## src/rtl/debounce_pkg.sv

```systemverilog
// Shared definitions for the button debouncer: channel FSM encoding and counter sizing.
package debounce_pkg;

  // Per-channel debounce state; out is high in HELD and DISARMING.
  typedef enum logic [1:0] {
    IDLE      = 2'd0,
    ARMING    = 2'd1,
    HELD      = 2'd2,
    DISARMING = 2'd3
  } db_state_e;

  // Bits needed to hold 0..max_val, never less than one bit.
  function automatic int unsigned cnt_width(input int unsigned max_val);
    int unsigned w;
    w = $clog2(max_val + 1);
    return (w == 0) ? 1 : w;
  endfunction

endpackage

```

## src/rtl/debounce_channel.sv

```systemverilog
// One button channel: synchroniser, debounce FSM, edge pulses and long-press timer.
module debounce_channel
  import debounce_pkg::*;
#(
  parameter int unsigned STABLE_CYCLES = 8,
  parameter int unsigned HOLD_CYCLES   = 20,
  parameter int unsigned SYNC_STAGES   = 2
) (
  input  logic clk,
  input  logic rst,
  input  logic in,
  output logic out,
  output logic pressed,
  output logic released,
  output logic long_press
);

  localparam int unsigned CW = cnt_width(STABLE_CYCLES);
  localparam int unsigned HW = cnt_width(HOLD_CYCLES);

  logic [SYNC_STAGES-1:0] sync_q;
  logic                   s;
  db_state_e              state_q, state_d;
  logic [CW-1:0]          cnt_q, cnt_d;
  logic [HW-1:0]          hold_q, hold_d;
  logic                   stable_hit;
  logic                   out_d;
  logic                   long_d;

  assign s          = sync_q[SYNC_STAGES-1];
  assign stable_hit = (32'(cnt_q) == (STABLE_CYCLES - 32'd1));

  // Input synchroniser chain; the last stage is the sample the FSM sees.
  always_ff @(posedge clk) begin
    if (rst) sync_q <= '0;
    else     sync_q <= {sync_q[SYNC_STAGES-2:0], in};
  end

  // Next state: count consecutive disagreeing samples, accept the new level on the last one.
  always_comb begin
    state_d = state_q;
    cnt_d   = '0;
    unique case (state_q)
      IDLE: begin
        if (s) begin
          if (stable_hit) state_d = HELD;
          else begin
            state_d = ARMING;
            cnt_d   = cnt_q + CW'(1);
          end
        end
      end
      ARMING: begin
        if (!s)             state_d = IDLE;
        else if (stable_hit) state_d = HELD;
        else                cnt_d   = cnt_q + CW'(1);
      end
      HELD: begin
        if (!s) begin
          if (stable_hit) state_d = IDLE;
          else begin
            state_d = DISARMING;
            cnt_d   = cnt_q + CW'(1);
          end
        end
      end
      DISARMING: begin
        if (s)              state_d = HELD;
        else if (stable_hit) state_d = IDLE;
        else                cnt_d   = cnt_q + CW'(1);
      end
      default: state_d = IDLE;
    endcase
  end

  // Hold timer: runs only while out stays high, saturates, fires once on reaching the limit.
  always_comb begin
    out_d  = (state_d == HELD) || (state_d == DISARMING);
    hold_d = hold_q;
    long_d = 1'b0;
    if (!(out_q_hi() && out_d)) begin
      hold_d = '0;
    end else if (32'(hold_q) < HOLD_CYCLES) begin
      hold_d = hold_q + HW'(1);
      long_d = ((32'(hold_q) + 32'd1) == HOLD_CYCLES);
    end
  end

  function automatic logic out_q_hi();
    return out;
  endfunction

  // State, counters and registered outputs.
  always_ff @(posedge clk) begin
    if (rst) begin
      state_q    <= IDLE;
      cnt_q      <= '0;
      hold_q     <= '0;
      out        <= 1'b0;
      pressed    <= 1'b0;
      released   <= 1'b0;
      long_press <= 1'b0;
    end else begin
      state_q    <= state_d;
      cnt_q      <= cnt_d;
      hold_q     <= hold_d;
      out        <= out_d;
      pressed    <= out_d & ~out;
      released   <= ~out_d & out;
      long_press <= long_d;
    end
  end

endmodule

```

## src/rtl/multi_button_debouncer.sv

```systemverilog
// Bank of independent debounced button channels.
module multi_button_debouncer #(
  parameter int unsigned N_CH          = 4,
  parameter int unsigned STABLE_CYCLES = 8,
  parameter int unsigned HOLD_CYCLES   = 20,
  parameter int unsigned SYNC_STAGES   = 2
) (
  input  logic            clk,
  input  logic            rst,
  input  logic [N_CH-1:0] in,
  output logic [N_CH-1:0] out,
  output logic [N_CH-1:0] pressed,
  output logic [N_CH-1:0] released,
  output logic [N_CH-1:0] long_press
);

  // One channel instance per button.
  for (genvar i = 0; i < int'(N_CH); i++) begin : g_ch
    debounce_channel #(
      .STABLE_CYCLES(STABLE_CYCLES),
      .HOLD_CYCLES  (HOLD_CYCLES),
      .SYNC_STAGES  (SYNC_STAGES)
    ) u_ch (
      .clk       (clk),
      .rst       (rst),
      .in        (in[i]),
      .out       (out[i]),
      .pressed   (pressed[i]),
      .released  (released[i]),
      .long_press(long_press[i])
    );
  end

endmodule

```

## config.mk

```make
export PLATFORM = sky130hd
export DESIGN_NAME = multi_button_debouncer
export DESIGN_NICKNAME = d
export VERILOG_FILES = /design/src/rtl/debounce_pkg.sv /design/src/rtl/debounce_channel.sv /design/src/rtl/multi_button_debouncer.sv
export SDC_FILE = /design/constraint.sdc
export NUM_CORES = 1
export LEC_CHECK = 0
export CAP_MARGIN = 20
export CORE_UTILIZATION = 45
export DETAILED_ROUTE_END_ITERATION = 8
export PLACE_DENSITY = 0.64
export SYNTH_ARGS = -nofsm -noshare
export SYNTH_HDL_FRONTEND = slang
export SYNTH_SLANG_ARGS = --single-unit
```

## constraint.sdc

```tcl
create_clock -name clk -period 2.15 [get_ports clk]
set_input_delay 0.43 -clock clk [delete_from_list [all_inputs] [get_ports clk]]
set_output_delay 0.43 -clock clk [all_outputs]
set_load 0.05 [all_outputs]
```

; Yosys cells after proc, flatten, opt, wreduce, memory -nomap -nowiden
; Cells that the tools add are included.
[op_classes]
n_mul = 0
n_shift = 0
n_reduce_logical = 28
n_bitwise = 24
n_div = 0
mux = 52
eq_ne = 28
addsub = 12
n_lt_le_gt_ge = 4
[ops]
columns = op, n
row1 = $eq A32 B5 Y1 const B, 4
row2 = $mux W2, 32
row3 = $mux W4, 12
row4 = $eq A2 B2 Y1 const B, 16
row5 = $pmux W2 S4, 4
row6 = $pmux W4 S2, 4
row7 = $add A5 B1 Y6 const B, 4
row8 = $reduce_or A2 Y1, 12
row9 = $add A5 B1 Y5 const B, 4
row10 = $lt A5 B5 Y1 const B, 4
row11 = $add A4 B1 Y4 const B, 4
row12 = $eq A4 B3 Y1 const B, 4
row13 = $not A1 Y1, 16
row14 = $reduce_or A3 Y1, 4
row15 = $and A1 B1 Y1, 8
row16 = $eq A2 B1 Y1 const B, 4
row17 = $logic_not A2 Y1, 4
row18 = $logic_and A1 B1 Y1, 4
row19 = $logic_or A1 B1 Y1, 4
[totals]
word_cells = 180
romBits = 0
ff_bits = 68
latchBits = 0
in_bits = 6
mem_bits_rw = 0
mem_count = 0

; Depth between registers and ports, before layout
[depth]
word_depth = 9
depth_mapped = 4
ltp_nobuf = 4

; By module
; A second synthesis with hierarchy kept.
[hier_totals]
hier_cells = 214
hier_area_um2 = 2302.2
[modules_own_cells]
columns = module, area_each_um2, n_inst, cells_per_inst, seq_area_each_um2
row1 = debounce_channel (g_ch[0].u_ch ...), 570.5, 3, 53, 300.3
row2 = debounce_channel (g_ch[3].u_ch), 590.6, 1, 55, 300.3

; Least setup slack after synthesis
; Ideal clock, no wire load.
[synth_path]
path_type = reg2reg
from = reg g_ch[2].u_ch.cnt_q[0]
to = reg g_ch[2].u_ch.long_press
stages_incl_launch_ff = 5
arrival_time_ps = 1199
required_ps = 2063
period_less_slack_ps = 1287
slack_ps = 863
setup_time_ps = 87
cell_sequence = dfxtp_1 > ha_1 > nand3b_1 > mux2_4 > nor4_4
[synth_via]
elab_chain_cells = 9
word_cells_on_any_way = 16
[synth_lines]
columns = item, line_no
row1 = "start, declared", debounce_channel.sv:24  ; logic [CW-1:0] cnt_q, cnt_d;
row2 = "start signal, assigned", debounce_channel.sv:105  ; cnt_q <= cnt_d;
row3 = $eq A4 B3 Y1 *, debounce_channel.sv:31  ; assign stable_hit = (32'(cnt_q) == (STABLE_CYCLES - 32'd1));
row4 = "$mux W2, on equally long branches (2 in series)", n/a
row5 = $pmux W2 S4 *, debounce_channel.sv:43  ; unique case (state_q)
row6 = $eq A2 B2 Y1, debounce_channel.sv:78  ; out_d = (state_d == HELD) || (state_d == DISARMING);
row7 = $logic_or A1 B1 Y1 *, debounce_channel.sv:78
row8 = $logic_and A1 B1 Y1 *, debounce_channel.sv:81  ; if (!(out_q_hi() && out_d)) begin
row9 = $not A1 Y1 (no source line) *, n/a
row10 = $reduce_or A3 Y1 (no source line) *, n/a
row11 = "end signal, assigned", debounce_channel.sv:110  ; long_press <= long_d;
row12 = "end, declared", debounce_channel.sv:15  ; output logic long_press
; Mark *: on every way between the ends. The rest lies on a longest branch, timed or not.
; A chain may end at the register's enable or synchronous reset.

; Final worst setup path
[layout_path]
from = reg g_ch[0].u_ch.out
to = out out[0]
[layout_rtl]
columns = item, line_no
row1 = "start, declared", debounce_channel.sv:12  ; output logic out,
row2 = "start signal, assigned", debounce_channel.sv:107  ; out <= out_d;
row3 = "end, declared", multi_button_debouncer.sv:11  ; output logic [N_CH-1:0] out,
; No word-level cell between the ends.

==> flow_metrics.py <==
metrics = {
    "run_status": {
        "status": "complete, no violations",
    },
    "sta": {
        "fin_crit_ps": 2020,
        "max_slew.worst_pin.slew_ps": 505,
        "timing.final.crit_share": 0.941,
        "setup_ws_ps": 126,
        "setup_viol": 0,
        "slew_headroom": 0.662,
        "rsz0062_at_grt": "no",
        "hold_viol": 0,
        "fmax_ghz": 0.494,
        "clock_skew_ps": 8.12,
        "slew_violations": 0,
        "fin_tns_setup_ps": 0,
    },
    "synth": {
        "synth_xor_area_frac": 0.0690,
        "synth-seq-area-share": 0.505,
        "synth_cell_types": 26,
        "synth.area.mux_share": 0.0552,
        "synth_area_um2": 2540,
        "yosys.area_share.simple": 0.236,
        "ys.flop_type": "dfxtp_1",
        "ys_warn_count": 0,
        "synth_area_leaders": "dfxtp_1 50%, xor2_1 5.5%, buf_4 4.7%, nor2_1 4.4%, and3b_1 4.1%",
        "synth-compound-area-share": 0.0345,
        "ys_ff_latch": 64,
        "synthAdderAreaFrac": 0.0394,
        "avgSynthCellArea_um2": 10.7,
        "netlist_instances": 237,
        "synth_top_cell_by_area": "dfxtp_1",
        "synth_edf_count": 0,
        "synth_nets": 251,
        "synth_top_family_by_area": "simple AND/OR/NAND/NOR gates",
        "yosysTopAreaCellShare": 0.505,
        "synth_async_sr_flop_share": 0,
    },
    "worst_setup_path": {
        "cp.required_ps": 1720,
        "critical_path.max_stage_delay_ps": 850,
        "path_cells": "clkdlybuf4s50_1",
        "critical_path_arrival_ps": 1590,
        "cp_max_fo": 5,
        "crit_buf_inv": 1,
        "crit_type": "reg -> out",
        "slowest_stage": "clkdlybuf4s50_1",
        "critPathTopFamily": "buffers and inverters",
        "cp-end-kind": "output port",
        "start_kind": "flop",
    },
    "floorplanning": {
        "die_area_um2": 5940,
        "ioPinCount": 22,
        "rows": 26,
        "initial_core_util": 0.481,
        "core-area_um2": 5270,
        "die_h_um": 77.1,
        "die_w_um": 77.1,
    },
    "cells_and_area": {
        "diodes": 0,
        "areaGrowthSynthToFinish_pct": 15.3,
        "drive_gt1_frac": 0.0902,
        "n_fill_cell": 483,
        "final_nets": 264,
    },
    "clock_network": {
        "cts_setup_buffers": 0,
        "clk_latency_ps": 330,
        "ctsHtreeMaxLevel": 3,
        "cts_buffers": 9,
        "holdBufCountCts": 0,
        "cts_sinks": 64,
        "tritoncts": "done",
        "cts.repair.resized": 0,
        "clockRootBuffer": "clkbuf_8",
        "max-clock-path-buffers": 2,
        "clk_pin_slew_worst_paths_ps": 60,
    },
    "power": {
        "power_density_nw_per_um2": 798,
        "irDropWorstVdd_mv": 0.849,
        "power.leakage_nw": 1.33,
    },
    "grt": {
        "antenna_found_initial": 0,
        "grt_pass1_wl_mm": 6.65,
        "grt.overflow.total": 0,
        "grt_pass1_vias": 1582,
        "grt_usage": 0.144,
        "grt_max_degree": 45,
    },
    "min_path": {
        "hp-class": "reg -> reg",
    },
    "place": {
        "hpwl_mm": 2.48,
        "place_congestion": 0.698,
        "place_ws_ps": 231,
        "port_buffers": 21,
    },
    "route": {
        "wl_mm": 3.62,
        "routedWlPerCell_um": 11.1,
        "drc": 0,
        "first_pass_iters": 4,
        "postRouteAntennaNets": 0,
        "vias": 1583,
        "vias_per_cell": 4.87,
        "first_iter_violations": 46,
    },
    "job": {
        "max_cap_violations": 0,
    },
}
==> report_power, final <==
part / internal (mW) / leakage (nW) / switching, mW
clock: 0.684 / 0.108 / 0.411
combinational: 0.0232 / 0.703 / 0.0165
sequential: 1.20 / 0.517 / 0.00519
==> synth_stat cells, types with 4 or more instances <==
master,number
mux2i_1,8
nand4b_1,4
mux2_4,4
dfxtp_1,64
buf_4,16
nand2_1,9
nor3_1,4
ha_1,8
a21oi_1,7
o21ai_0,4
and3b_1,12
nor2_1,30
nor2b_1,8
nand3b_1,13
xnor2_1,4
nand3_1,7
xor2_1,16
==> path summary, 6_finish.rpt <==
check	start	slack [ps]	end	cells after the start
worst max-delay path	g_ch[0].u_ch.out	130	out[0]	1
worst min register to register	g_ch[2].u_ch.sync_q[0]	440	g_ch[2].u_ch.sync_q[1]	1
worst max register to register	g_ch[0].u_ch.cnt_q[0]	750	g_ch[0].u_ch.hold_q[2]	4
worst min-delay path	g_ch[2].u_ch.sync_q[0]	440	g_ch[2].u_ch.sync_q[1]	1
==> sequential cells by signal (all words and copies together), names as in the netlist <==
signal                count
g_ch.u_ch.hold_q         20
g_ch.u_ch.cnt_q          16
g_ch.u_ch.sync_q          8
g_ch.u_ch.long_press      4
g_ch.u_ch.out             4
g_ch.u_ch.pressed         4
g_ch.u_ch.released        4
g_ch.u_ch.state_q         4
==> cell families (layout without fill, tap and decap cells) <==
| family | Yosys count | count (layout) |
|---|---|---|
| flops | 64 | 64 |
| compound gates | 15 | 15 |
| buf+inv | 23 | 41 |
| fa+ha+maj | 8 | 8 |
| mux | 12 | 12 |
| xor+xnor | 20 | 20 |
| simple gates | 95 | 95 |
==> metrics by stage <==
stage	utilization	power, mW	cell area [um2]	hold slack (ps)	instances
2_1_floorplan	-	1.25	2540	414	237
3_3_place_gp	0.515	1.27	2710	425	309
3_5_place_dp	0.515	1.27	2710	425	309
4_1_cts	0.555	2.37	2930	444	325
5_1_grt	0.555	2.43	2930	460	325
6_report	0.555	2.33	2930	440	325
==> area by class of cell <==
cell class | count | area (um2) | share of cell area
Timing Repair Buffer | 22 | 230 | 0.0787
Clock inverter | 3 | 65.1 | 0.0222
Tap cell | 70 | 87.6 | 0.0299
Clock buffer | 13 | 149 | 0.0509
Inverter | 3 | 11.3 | 0.00385
Multi-Input combinational cell | 150 | 1100 | 0.377
Sequential cell | 64 | 1280 | 0.438
==> cell usage in the layout, fill, tap and decap left out, types with 4 or more instances in the layout <==
cell and n:
a21oi_1 7, and3b_1 12, clkbuf_8 10, clkdlybuf4s50_1 21, dfxtp_1 64, ha_1 8
mux2_4 4, mux2i_1 8, nand2_1 9, nand3_1 7, nand3b_1 13, nand4b_1 4
nor2_1 30, nor2b_1 8, nor3_1 4, o21ai_0 4, xnor2_1 4, xor2_1 16
==> per-layer routing <==
metal,routed length (um),global-route usage
met1,1750,0.166
met2,1590,0.225
met3,207,0.0690
met4,70,0.0679
met5,0,0
(Power assumes the default switching activity.)
